<file path="src/rtl/mem_stage.sv">
`default_nettype none
// ============================================================================
// Module   : mem_stage
// Purpose  : Memory stage with a req/gnt/rvalid data bus and the MEM/WB register.
// Revision : 1.0  initial release
// ============================================================================

package mem_stage_pkg;
    typedef struct packed {
        logic [31:0] aluresult;
        logic [31:0] writedata;
        logic [31:0] pcplus4;
        logic [4:0]  rd;
        logic        regwrite;
        logic [1:0]  resultsrc;
        logic        memwrite;
        logic [2:0]  funct3;
    } ex_mem_t;

    typedef struct packed {
        logic [31:0] aluresult;
        logic [31:0] readdata;
        logic [31:0] pcplus4;
        logic [4:0]  rd;
        logic        regwrite;
        logic [1:0]  resultsrc;
    } mem_wb_t;
endpackage

module mem_stage
    import mem_stage_pkg::*;
#(
    parameter int         TIMEOUT_CYCLES = 16,
    parameter logic [1:0] RESULTSRC_MEM  = 2'b01
) (
    input  logic        clk,
    input  logic        reset,
    input  ex_mem_t     in,
    output mem_wb_t     out,
    output logic        stall_m,
    output logic        dmem_req,
    output logic        dmem_we,
    output logic [31:0] dmem_addr,
    output logic [31:0] dmem_wdata,
    output logic [3:0]  dmem_be,
    input  logic        dmem_gnt,
    input  logic        dmem_rvalid,
    input  logic [31:0] dmem_rdata,
    output logic        misalign,
    output logic        bus_err
);
    localparam int                 c_cnt_w    = $clog2(TIMEOUT_CYCLES);
    localparam logic [c_cnt_w-1:0] c_cnt_last = c_cnt_w'(TIMEOUT_CYCLES - 1);
    localparam logic [c_cnt_w-1:0] c_cnt_one  = c_cnt_w'(1);

    typedef enum logic [1:0] {
        S_IDLE = 2'd0,
        S_REQ  = 2'd1,
        S_WAIT = 2'd2
    } state_t;

    state_t             r_state;
    state_t             w_next;
    logic [c_cnt_w-1:0] r_cnt;

    logic        w_store, w_load, w_half, w_word, w_misaligned, w_timeout;
    logic        w_req, w_stall, w_mis, w_berr, w_load_done;
    logic [7:0]  w_lane_b;
    logic [15:0] w_lane_h;
    logic [31:0] w_ld_data;
    logic [1:0]  w_a;

    assign w_a          = in.aluresult[1:0];
    assign w_store      = in.memwrite;
    assign w_load       = (in.resultsrc == RESULTSRC_MEM) && !in.memwrite;
    assign w_half       = (in.funct3[1:0] == 2'b01);
    assign w_word       = in.funct3[1];
    assign w_misaligned = (w_half && w_a[0]) || (w_word && (w_a != 2'b00));
    assign w_timeout    = (r_cnt == c_cnt_last);

    always_comb begin
        w_next      = r_state;
        w_req       = 1'b0;
        w_stall     = 1'b0;
        w_mis       = 1'b0;
        w_berr      = 1'b0;
        w_load_done = 1'b0;
        case (r_state)
            S_IDLE: begin
                if ((w_store || w_load) && w_misaligned) begin
                    w_mis = 1'b1;
                end else if (w_store || w_load) begin
                    w_req = 1'b1;
                    if (!dmem_gnt) begin
                        w_next  = S_REQ;
                        w_stall = 1'b1;
                    end else if (w_load) begin
                        w_next  = S_WAIT;
                        w_stall = 1'b1;
                    end
                end
            end
            S_REQ: begin
                w_req = 1'b1;
                if (dmem_gnt) begin
                    if (w_store) begin
                        w_next = S_IDLE;
                    end else begin
                        w_next  = S_WAIT;
                        w_stall = 1'b1;
                    end
                end else if (w_timeout) begin
                    w_berr = 1'b1;
                    w_next = S_IDLE;
                end else begin
                    w_stall = 1'b1;
                end
            end
            S_WAIT: begin
                if (dmem_rvalid) begin
                    w_load_done = 1'b1;
                    w_next      = S_IDLE;
                end else if (w_timeout) begin
                    w_berr = 1'b1;
                    w_next = S_IDLE;
                end else begin
                    w_stall = 1'b1;
                end
            end
            default: w_next = S_IDLE;
        endcase
        // Nothing may be requested or stalled while reset is held.
        if (reset) begin
            w_req   = 1'b0;
            w_stall = 1'b0;
            w_mis   = 1'b0;
            w_berr  = 1'b0;
        end
    end

    always_comb begin
        w_lane_b = dmem_rdata[7:0];
        case (w_a)
            2'd1:    w_lane_b = dmem_rdata[15:8];
            2'd2:    w_lane_b = dmem_rdata[23:16];
            2'd3:    w_lane_b = dmem_rdata[31:24];
            default: w_lane_b = dmem_rdata[7:0];
        endcase
        w_lane_h = w_a[1] ? dmem_rdata[31:16] : dmem_rdata[15:0];
        case (in.funct3[1:0])
            2'b00:   w_ld_data = {{24{!in.funct3[2] && w_lane_b[7]}}, w_lane_b};
            2'b01:   w_ld_data = {{16{!in.funct3[2] && w_lane_h[15]}}, w_lane_h};
            default: w_ld_data = dmem_rdata;
        endcase
    end

    always_comb begin
        case (in.funct3[1:0])
            2'b00: begin
                dmem_be    = 4'b0001 << w_a;
                dmem_wdata = {4{in.writedata[7:0]}};
            end
            2'b01: begin
                dmem_be    = w_a[1] ? 4'b1100 : 4'b0011;
                dmem_wdata = {2{in.writedata[15:0]}};
            end
            default: begin
                dmem_be    = 4'b1111;
                dmem_wdata = in.writedata;
            end
        endcase
    end

    assign dmem_req  = w_req;
    assign dmem_we   = w_store;
    assign dmem_addr = {in.aluresult[31:2], 2'b00};
    assign stall_m   = w_stall;
    assign misalign  = w_mis;
    assign bus_err   = w_berr;

    always_ff @(posedge clk) begin
        if (reset) begin
            r_state <= S_IDLE;
            r_cnt   <= '0;
            out     <= '0;
        end else begin
            r_state <= w_next;
            if ((w_next != r_state) && (w_next != S_IDLE)) begin
                r_cnt <= '0;
            end else if (r_state != S_IDLE) begin
                r_cnt <= r_cnt + c_cnt_one;
            end
            // A stalled instruction is captured only once, on its final cycle.
            if (w_stall) begin
                out <= '0;
            end else begin
                out.aluresult <= in.aluresult;
                out.readdata  <= w_load_done ? w_ld_data : 32'd0;
                out.pcplus4   <= in.pcplus4;
                out.rd        <= in.rd;
                out.regwrite  <= in.regwrite && !w_mis && !w_berr;
                out.resultsrc <= in.resultsrc;
            end
        end
    end
endmodule

`default_nettype wire

</file>
<file path="config.mk">
export PLATFORM = sky130hd
export DESIGN_NAME = mem_stage
export DESIGN_NICKNAME = d
export VERILOG_FILES = /design/src/rtl/mem_stage.sv
export SDC_FILE = /design/constraint.sdc
export NUM_CORES = 1
export LEC_CHECK = 0
export CORE_AREA = 2 2 125 127
export DETAILED_ROUTE_END_ITERATION = 8
export DIE_AREA = 0 0 127 129
export GPL_TIMING_DRIVEN = 0
export PLACE_DENSITY_LB_ADDON = 0.2
export SLEW_MARGIN = 20
export SYNTH_ARGS = -nofsm -noshare
export SYNTH_HDL_FRONTEND = slang
export SYNTH_SLANG_ARGS = --single-unit
</file>
<file path="constraint.sdc">
create_clock -name clk -period 2.5 [get_ports clk]
set_input_delay 0.625 -clock clk [delete_from_list [all_inputs] [get_ports clk]]
set_output_delay 0.625 -clock clk [all_outputs]
set_load 0.01 [all_outputs]
</file>
# After elaboration in Yosys (flattened, before gate mapping)
# Index checks and enable logic that the tools add are counted.
[word_totals]
regBits = 110
inputBits = 144
wordCells = 82
[op_classes]
addsub = 1
eq_ne = 9
n_shift = 1
n_mux = 39
bitwise = 1
reduce_logical = 23
[op_table]
columns = ["op", "n"]
rows = [
  ["one-hot mux 32 bit (2 select lines)", 2],
  ["one-hot mux 8 bit (3 select lines)", 1],
  ["2-to-1 mux 1 bit", 21],
  ["2-to-1 mux 16 bit", 1],
  ["2-to-1 mux 2 bit", 8],
  ["logical AND 1 bit", 9],
  ["== test 2 x 1 -> 1 bit, second input constant", 4],
  ["one-hot mux 4 bit (2 select lines)", 1],
  ["== test 2 bit, second input constant", 3],
  ["one-hot mux 2 bit (3 select lines)", 1],
  ["nonzero test 2 bit", 3],
  ["adder 4 x 1 -> 4 bit, second input constant", 1],
  ["== test 4 bit, second input constant", 1],
  ["logical NOT 1 bit", 4],
  ["logical NOT 2 bit", 2],
  ["2-to-1 mux 4 bit", 1],
  ["one-hot mux 1 bit (2 select lines)", 2],
  ["OR reduction 2 bit", 2],
  ["left shift 1 x 2 -> 4 bit, first input constant", 1],
  ["one-hot mux 1 bit (3 select lines)", 1],
  ["OR reduction 3 bit", 1],
  ["logical OR 1 bit", 2],
  ["inequality test 2 bit", 1],
  ["inverter 1 bit", 1],
]

# Depth between registers and ports, before layout
# Gate-level depths: netlist of run 1.
[depth]
ltp_word = 10
mapped_depth = 8

# Least setup slack after synthesis of run 1
# Ideal clock, no wire load.
[synth_timing]
path_type = "input-to-output"
start = "in in[1] (netlist name)"
end = "out stall_m"
arrival_time_ns = 1.776
t_required_ns = 1.875
slack_ns = 0.099
cell_stages = 6
path_buffers = 1
path_cell_list = "buf_2 > nor2_2 > o221ai_1 > a22o_1 > a21oi_4 > and2_1"
[synth_between]
elab_chain_cells = 7
word_cells_on_any_way = 8
classes_between = "1 x eq/ne; 3 x mux; 4 x reduce/logical"
[synth_rtl]
columns = ["item", "line", "source"]
rows = [
  ["from (decl)", "38", "input ex_mem_t in,"],
  ["== test 2 x 1 -> 1 bit", "76", "assign w_half = (in.funct3[1:0] == 2'b01);"],
  ["logical AND 1 bit", "78", "assign w_misaligned = (w_half && w_a[0]) || (w_word && (w_a != 2'b00));"],
  ["logical OR 1 bit (*)", "78", ""],
  ["logical AND 1 bit (*)", "90", "if ((w_store || w_load) && w_misaligned) begin"],
  ["2-to-1 mux 1 bit (*)", "90", ""],
  ["one-hot mux 1 bit (3 select lines) (*)", "88", "case (r_state)"],
  ["2-to-1 mux 1 bit (*)", "133", "if (reset) begin"],
  ["to (decl)", "40", "output logic stall_m,"],
]
# Every way passes the cells marked *; elsewhere a longest branch is shown, timed or not.

# Worst setup path after layout of run 1
# Same ends and word-level chain as after synthesis.

==> results of run 1 <==
power groups by stage:
stage	Clock, mW	Sequential [mW]	Combinational [mW]
finish	1.38	1.90	1.27
global route	1.48	1.91	1.36
CTS	1.42	1.90	1.24
detailed placement	0	1.94	1.21
global placement	0	1.94	1.20
floorplan	0	1.99	0.452
worst max path at each step:
| stage | from | end | slack (ns) | cells after the start |
|---|---|---|---|---|
| after CTS | in[76] | stall_m | -0.04 | 7 |
| after global placement | in[76] | stall_m | -1.33 | 7 |
| final | in[1] | stall_m | 0.04 | 8 |
| after global routing | in[1] | stall_m | -0.01 | 8 |
| after floorplan | in[1] | stall_m | 0.1 | 6 |
| after detailed placement | in[76] | stall_m | -1.35 | 7 |
synth_stat cells (all sizes together) (3+ instances only):
| cell type | n | share of area, % |
|---|---|---|
| dfxtp | 110 | 48 |
| nor3b | 71 | 12 |
| buf | 59 | 8.9 |
| a21oi | 30 | 3.5 |
| nand2 | 30 | 2.4 |
| mux2 | 17 | 4.2 |
| nor2 | 17 | 1.4 |
| mux2i | 16 | 3.5 |
| clkbuf | 14 | 1.1 |
| o21ai | 11 | 1.2 |
| a22oi | 9 | 1.5 |
| nor2b | 8 | 1.1 |
| inv | 7 | 0.57 |
| nor3 | 7 | 0.76 |
| ha | 5 | 1.4 |
| mux4 | 5 | 2.4 |
| a21o | 3 | 0.49 |
| a221oi | 3 | 0.57 |
| o211ai | 3 | 0.49 |
metal layers:
layer	routed length, um	GRT usage [%]
met5	0	0
met4	537	8.86
met3	1470	5.36
met2	9030	38.1
met1	6080	19.4
flip-flops by register name, summed over array words and instances (netlist names):
register  cells
out         104
r_state       2
r_cnt         4
worst reg2reg max path, cell delays in order (launching register included):
cell       delay (ns)
dfxtp_1          0.34
ha_1             0.23
nand3_2          0.14
o21ai_1          0.09
a22o_4           0.26
buf_4            0.13
o2111ai_2        0.28
buf_2            0.33
nor2_1           0.09
logic make-up (layout without fill, tap and decap cells):
group	count (synthesis)	after routing
DFF	110	110
and+or+nand+nor	143	143
buffers and inverters	80	428
adders and majority gates	5	5
muxes	38	38
AOI/OAI and AO/OA	73	73
xor gates and xnor gates	3	3
other	1	3
timing repair:
action / in CTS / in global routing
pin swaps: 6 / 6
setup endpoints to repair: 133 / 6
gates resized for setup: 115 / 26
setup buffers: 11 / 7
layout make-up:
class                           instances  share of cell area, %
Antenna cell                            1                 0.0294
Multi-Input combinational cell        264                   23.9
Inverter                                7                  0.308
Sequential cell                       110                   25.9
Tap cell                              188                   2.76
Clock buffer                           11                   2.85
Clock inverter                          5                  0.514
Timing Repair Buffer                  334                   37.9
Buffer                                 71                   5.92
metrics by stage:
| step | area (um^2) | utilization (%) | cells | setup WS, ns | TNS, ns |
|---|---|---|---|---|---|
| final | 8520 | 56.9 | 991 | 0.0360 | 0 |
| after global routing | 8520 | 56.9 | 991 | -0.0129 | -0.0129 |
| after CTS | 8430 | 56.3 | 983 | -0.0428 | -0.0626 |
| after detailed placement | 8010 | 53.5 | 958 | -1.35 | -70.88 |
| after global placement | 8010 | 53.5 | 958 | -1.33 | -66.37 |
| after floorplan | 4610 | - | 454 | 0.0986 | 0 |
==> results.md, run 1 <==
- Status: finished clean
- # rows: 45
- Clk sinks: 110
- Multiplexer share of the synthesized area: 10.1%
- Synthesized flop and latch total: 110
- Largest net degree at the start of global routing: 20
- Slew Viols, Final: 0
- Adder and majority gate portion of the synthesized area: 1.36%
- Post-route ant nets: 0
- Xor-xnor portion of the synthesized cell area: 0.570%
- Starting DRT DRC Count: 210
- Largest family of logic cells by synthesized area: simple AND/OR/NAND/NOR gates
- RePlAce Congestion: 0.817
- Cell area after synthesis: 0.00461 mm^2
- Clk_lat worst skew: 0.35 ns
- Reg-to-Reg Start: r_cnt[0]
- CP endpoint kind: output port
- Clk pin slew, worst setup/hold paths: 0.07 ns
- Area occupied by multi-input gates: 0.00203 mm^2
- Worst hold path cell count: 2
- Setup Viol. Count Final: 0
- FF+latch area: 0.00220 mm^2
- Buffers added on ports: 316
- Clock tree root buffer cell: clkbuf_16
- Via density: 4.75
- H-tree depth: 3
- Number of flops mapped to enable cells by yosys: 0
- Worst Hold Launch: in[4]
- Post-Syn Instances: 453
- WP data required: 1.88 ns
- Worst Hold Path EP: out[0]
- Max FO, Critical Path: 4
- Worst Skew: 0.00639 ns
- Max_cap viols: 0
- Hold_ws: 0.543 ns
- Top cell by count, worst path: buf_6
- Final #Nets: 946
- Syn Area/Cell: 10.2 um^2
- Die width: 127 um
- P_sw: 1.23 mW
- DRT Pass-1 Iters: 4
- Yosys cell types: 46
- Worst path max stage delay: 0.26 ns
- Worst r2r path cells: 8
- Post-synthesis compound-gate area fraction: 10.5%
- Fmax: 406 MHz
- Layout area overhead: 85.0%
- Chip height: 129 um
- Vias in the first global route: 4,775
- I/O pin count: 321
- WP data arrival: 1.84 ns
- CTS tree: done
- Final Cycle Share: 98.6%
- Sequential fraction of design power: 41.8%
- Top_reg_cell synth: dfxtp_1
- Sw Ratio: 27.0%
- Initial antenna violation count: 1
- Leakage: 3.34 nW
- Logic gate share of total power: 27.9%
- Final hold viol count: 0
- Share of cells above drive strength 1: 19.6%
- Vias: 4,712
- Slew Limit Headroom: 54.2%
- Detailed placer's ending HPWL: 13,500 um
- Max clock buf depth: 2
- Worst r2r dst: out[40]
- DR DRC count: 0
- WL/cell: 17.3 um
- Die ar.: 0.0164 mm^2
- Fillers: 1,347
- Clock power share: 30.3%
- Maximum vdd ir drop: 307 uV
- Worst Path Buf+Inv: 3
- Post-layout minimum cycle time: 2.46 ns
- Crit path cell chain: buf_8, buf_6, nor2_4, o221ai_4, a22o_4, a21oi_4, and2_4, buf_6
- Num CTS Buffers: 9
- P per Cell Area: 534 mW/mm^2
- Pwr Total: 4.55 mW
- Drt total wl: 17,100 um
- Core area: 0.0150 mm^2
- GRT Overall Usage: 19.6%
- P_int: 3.32 mW
- Startpoint Class: primary input
- Cts hold-fix bufs: 0
- Async S/R FF share, synth: 0%
- GRT Residual Overflow: 0
- Most frequent cells in the layout: clkdlybuf4s50_1 (278), dfxtp_1 (108), nor3b_1 (70)
- Crit Path Class: primary input to output port
- Sequential area share after synthesis: 47.8%
- Slowest cell on crit path: a22o_4
- Syn. warnings: 0
- Crit path max-delay family: compound AO/OA/AOI/OAI gates
- First-pass GRT wire length: 24,800 um
- Worst-Margin Slew: 0.678 ns
- Initial Util: 30.8%
- Simple-gate portion of the synthesized area: 19.0%
- Most common cell after layout, fill and taps aside: clkdlybuf4s50_1
- HP Class: primary input to register
- Reg2Reg Setup Slack: 0.50 ns
Note: power is estimated with default switching activity, not from simulation.
==> inputs of run 2 (changes only) <==
- CTS_CLUSTER_DIAMETER: unset -> 150
==> results of run 2 <==
The final DEF is identical to that of run 1; final timing and power are the same.
==> inputs of run 3 (changes only) <==
- CORE_AREA: 2 2 125 127 -> 2 2 124 126
- DIE_AREA: 0 0 127 129 -> 0 0 126 128
- DONT_BUFFER_PORTS: unset -> 1
- SETUP_SLACK_MARGIN: unset -> 0.1
==> run 3 against run 2 <==
  * Die area down 1.6%
  * Combinational power decreased by 54%
  * Sequential cell count unchanged
  * Sequential share of layout area up 16 points
  * First-iteration DRC count grew 17%
  * Routed wire length is 19% lower
  * Via count shrank 26%
  * Global-route usage decreased by 3.5 points
  * Largest power group unchanged
==> results.md, run 3 (synthesis results as in run 1) <==
- Via density: 5.26
- Status: finished clean
- CP endpoint kind: output port
- Buffers added on ports: 0
- Fmax: 414 MHz
- Die ar.: 0.0161 mm^2
- First-pass GRT wire length: 19,600 um
- Setup TNS: 0 ns
- Worst path max stage delay: 0.39 ns
- Fillers: 1,494
- Vias: 3,466
- RSZ-0062 raised after global routing: true
- HP Class: primary input to register
- Final Cycle Share: 96.7%
- GRT Overall Usage: 16.1%
- DRT Pass-1 Iters: 4
- Clk sinks: 110
- Area occupied by multi-input gates: 0.00197 mm^2
- Final hold viol count: 0
- Drt total wl: 13,900 um
- Num CTS Buffers: 9
- Cts hold-fix bufs: 0
- Max_cap viols: 0
- H-tree depth: 3
- Clk_lat worst skew: 0.34 ns
- Startpoint Class: primary input
- Initial Util: 31.0%
- # rows: 45
- FF+latch area: 0.00220 mm^2
- RePlAce Congestion: 0.847
- Clk pin slew, worst setup/hold paths: 0.07 ns
- DR DRC count: 0
- Initial antenna violation count: 0
- Slowest cell on crit path: a21oi_1
- Final #Nets: 615
- Crit path cell chain: a21oi_1, o221ai_2, a22o_1, a21oi_4, and2_4
- Most frequent cells in the layout: dfxtp_1 (108), nor3b_1 (70), buf_4 (51)
- Max clock buf depth: 2
- Vias in the first global route: 3,335
- Share of cells above drive strength 1: 24.8%
- Crit Path Class: primary input to output port
- Worst Skew: 0.00728 ns
- Slew Viols, Final: 0
- Hold_ws: 0.413 ns
- WP data arrival: 1.79 ns
- Die width: 126 um
- Max FO, Critical Path: 4
- Most common cell after layout, fill and taps aside: dfxtp_1
- Maximum vdd ir drop: 368 uV
- Chip height: 128 um
- P per Cell Area: 766 mW/mm^2
- Post-layout minimum cycle time: 2.42 ns
- Clock tree root buffer cell: clkbuf_16
- Diodes inserted: 0
- Starting DRT DRC Count: 245
- GRT Residual Overflow: 0
- Final Cell Area: 0.00524 mm^2
- Most flops, register: out
- Slew Limit Headroom: 57.1%
- Biggest regs: out: 104 flops, r_cnt: 4 flops, r_state: 2 flops
- Leakage: 2.02 nW
- Worst-Margin Slew: 0.643 ns
- Core area: 0.0149 mm^2
- Detailed placer's ending HPWL: 11,200 um
- CTS tree: done
- WP data required: 1.88 ns
- Setup Viol. Count Final: 0
- Max reg flops: 104
- WL/cell: 21.1 um
- I/O pin count: 321
- Area after DPL: 0.00484 mm^2
- Layout area overhead: 13.8%
- Fin util: 35.3%
- Post-route ant nets: 0
- Largest net degree at the start of global routing: 20
run 3: worst max-delay path, delay by kind of cell:
family | cells | cell delay (ns)
compound gates | 4 | 0.99
simple gates | 1 | 0.19
run 3: cell type report:
cell class	instances	share of cell area (%)
Inverter	7	0.501
Tap cell	188	4.49
Clock buffer	12	4.89
Timing Repair Buffer	3	0.430
Buffer	71	9.05
Sequential cell	110	42.1
Clock inverter	4	1.05
Multi-Input combinational cell	264	37.5
run 3: final timing paths:
path             startpoint       end  slack (ns)  cells after the start
max reg2reg      r_state[1]   out[71]        0.51                      9
max                   in[1]   stall_m        0.08                      5
min reg2reg        r_cnt[0]  r_cnt[0]        0.56                      2
min          dmem_rdata[26]   out[66]        0.41                      2
run 3: per-layer routing:
metal	routed length [um]	GRT usage (%)	up-vias
met4	276	5.37	0
met1	4690	15.9	1643
li1	-	-	1566
met2	7650	31.2	238
met5	0	0	-
met3	1300	5.63	19
run 3: timing repair:
action                                  in CTS  in global routing
endpoints found under the setup margin      21                 11
gates resized for setup                     17                  7
pin swaps                                    3                  2
buffers inserted                             3                  0
run 3: power by group:
part           internal [mW]  switching (mW)
clock network          0.836           0.621
logic                  0.261           0.321
registers               1.87           0.110
total                   2.96            1.05
run 3: metrics by stage:
step / cells / total power, mW / setup WS, ns
6_report: 659 / 4.02 / 0.0821
5_1_grt: 659 / 4.20 / 0.00287
4_1_cts: 659 / 4.07 / 0.0646
3_5_place_dp: 642 / 2.58 / -0.314
3_3_place_gp: 642 / 2.57 / -0.307
2_1_floorplan: 454 / 2.44 / 0.122
==> RTL edit, RTL diff (flow settings as in run 1) <==
Reset style: asynchronous (`reset`), changed in one clocked block.
--- a/src/rtl/mem_stage.sv
+++ b/src/rtl/mem_stage.sv
@@ -179,5 +179,5 @@
     assign bus_err   = w_berr;
 
-    always_ff @(posedge clk) begin
+    always_ff @(posedge clk or posedge reset) begin
         if (reset) begin
             r_state <= S_IDLE;
Function: differs if reset is asserted again (counterexample within 4 cycles, from zero or initial values and one cycle with reset high); with reset held inactive, the same outputs for 4 cycles.
==> RTL edit against run 1 <==
- total power is 28% higher
- highest routed layer unchanged
- critical path depth stayed put
- the run now ends with setup timing left
- final area is 6.0% higher
- sequential cell count stayed put
- worst setup slack worse by 160 ps
- critical endpoint unchanged
- routed wire length is 3.1% higher
- clock skew is 1.3 ps higher
- synthesized area is 8.3% higher
==> RTL edit: results (changes against run 1) <==
* Synth Area in Compound Gates at 9.73% (-0.73 points)
* Worst path slowest cell: dfrtp_1
* H-tree depth at 3 (unchanged)
* Synth Area in Adders at 1.25% (-0.10 points)
* Synth cell count leaders: 110 x dfrtp_1, 72 x and2_1, 42 x buf_4
* WL final at 17.6 mm (+3.1%)
* Final net count at 941 (-0.53%)
* Critical path launch point: r_state[0]
* Antenna cells at 0 (-1)
* Initial DRC count at 260 (+24%)
* Pre-Repair DR Iteration Count at 8 (+4)
* Routed vias at 4632 (-1.7%)
* Critical path endpoint category: output port
* RD Place Congestion at 0.914 (+12%)
* Mux contribution to synthesized area at 7.88% (-2.2 points)
* Clk pwr share at 23.4% (-6.9 points)
* Setup Skew at 7.68 ps (+1.29 ps)
* Max Clk Rate at 0.381 GHz (-6.1%)
* Antenna violations before repair at 0 (-1)
* FF-to-FF setup slack at 220 ps (-280 ps)
* Area contributors post-synth: dfrtp_1 55%, and2_1 9.0%, buf_4 6.3%
* Placement Setup Slack at -1210 ps (+143 ps)
* Xor/xnor share of the synthesized area at 0.527% (-0.044 points)
* Outcome: finished, violations left
* Setup ws final at -125 ps (-161 ps)
* R2R cell count at 9 (+1)
* Reg2reg start: r_state[1]
* Hold Path Class: in2async
* CP max stage delay at 420 ps (+160 ps)
* Largest net degree at the start of global routing at 36 (+80%)
* Reg-to-Reg End: out[67]
* HPWL reported at the end of detailed placement at 13.9 mm (+3.0%)
* Comb power at 2.25 mW (+77%)
* TNS Setup at -125 ps (-125 ps)
* Top FF cell, synth: dfrtp_1
* Global-route wire length before repair at 26.7 mm (+7.5%)
* Sequential area share after synthesis at 55.2% (+7.4 points)
* Distinct cells, synth at 49 (+6.5%)
* Violated checks: setup timing
* Count of final setup violators at 1 (+1)
* Share of post-route cells with drive strength above 1 at 18.8% (-0.76 points)
* Standby leakage power at 4.01 nW (+20%)
* Syn Inst Count at 445 (-1.8%)
* Async SR Flop Fraction at 100% (+100 points)
* Vias in the first global route at 4842 (+1.4%)
* Tot GR Track Use at 21.5% (+1.8 points)
* Switching Share at 30.1% (+3.1 points)
* Final Power at 5.83 mW (+28%)
* Drt wl/cell at 17.9 um (+3.7%)
* Dpl cells at 953 (-0.52%)
* Placed inst area at 8460 sq um (+5.7%)
* Peak VDD IR at 0.000318 V (+3.5%)
## RTL edit: cell count changes after synthesis, sizes merged, moves of 11 or more
cell / before / now
nor3b: 71 / 3
nor2: 17 / 28
nand2: 30 / 17
buf: 59 / 47
dfrtp: 0 / 110
and2: 1 / 73
dfxtp: 110 / 0
## RTL edit: cell type report
type	count	area, sq um
fill	1265	5940
timing repair buffer	337	3390
sequential	110	2750
multi-input combinational	263	1860
buffer	63	472
tap	188	235
clock buffer	10	229
clock inverter	6	51.3
inverter	8	40.0
## RTL edit: worst min-delay path by stage
stage / from / end / slack (ps) / cells past startpoint
2_1_floorplan: r_cnt[1] / r_cnt[1] / 570 / 2
3_5_place_dp: r_cnt[0] / r_cnt[0] / 630 / 2
6_report: reset / out[55] / 530 / 3
4_1_cts: reset / out[54] / 520 / 3
5_1_grt: reset / out[54] / 530 / 3
3_3_place_gp: r_cnt[1] / r_cnt[1] / 580 / 2
## RTL edit: what timing repair did
action	4_1_cts	5_1_grt
pin swaps	6	0
buffers inserted	16	1
endpoints found under the setup margin	122	12
hold buffers	0	0
gates resized for setup	82	12
cloned	1	0
## RTL edit: routing by layer
layer | up-vias | routed length, um | share of wire (%) | track usage (%)
li1 | 2160 | - | - | -
met1 | 2203 | 6430 | 36 | 23.7
met2 | 247 | 9420 | 53 | 39.8
met3 | 22 | 1490 | 8.5 | 6.15
met4 | 0 | 302 | 1.7 | 7.05
met5 | - | 0 | 0 | 0
## RTL edit: worst reg2reg max path: cells and delay by family (launching register included)
kind | cells | cell delay [ps]
AOI/OAI and AO/OA | 3 | 750
buffers and inverters | 4 | 720
DFF | 1 | 460
adders and majority gates | 1 | 170
and+or+nand+nor | 1 | 70
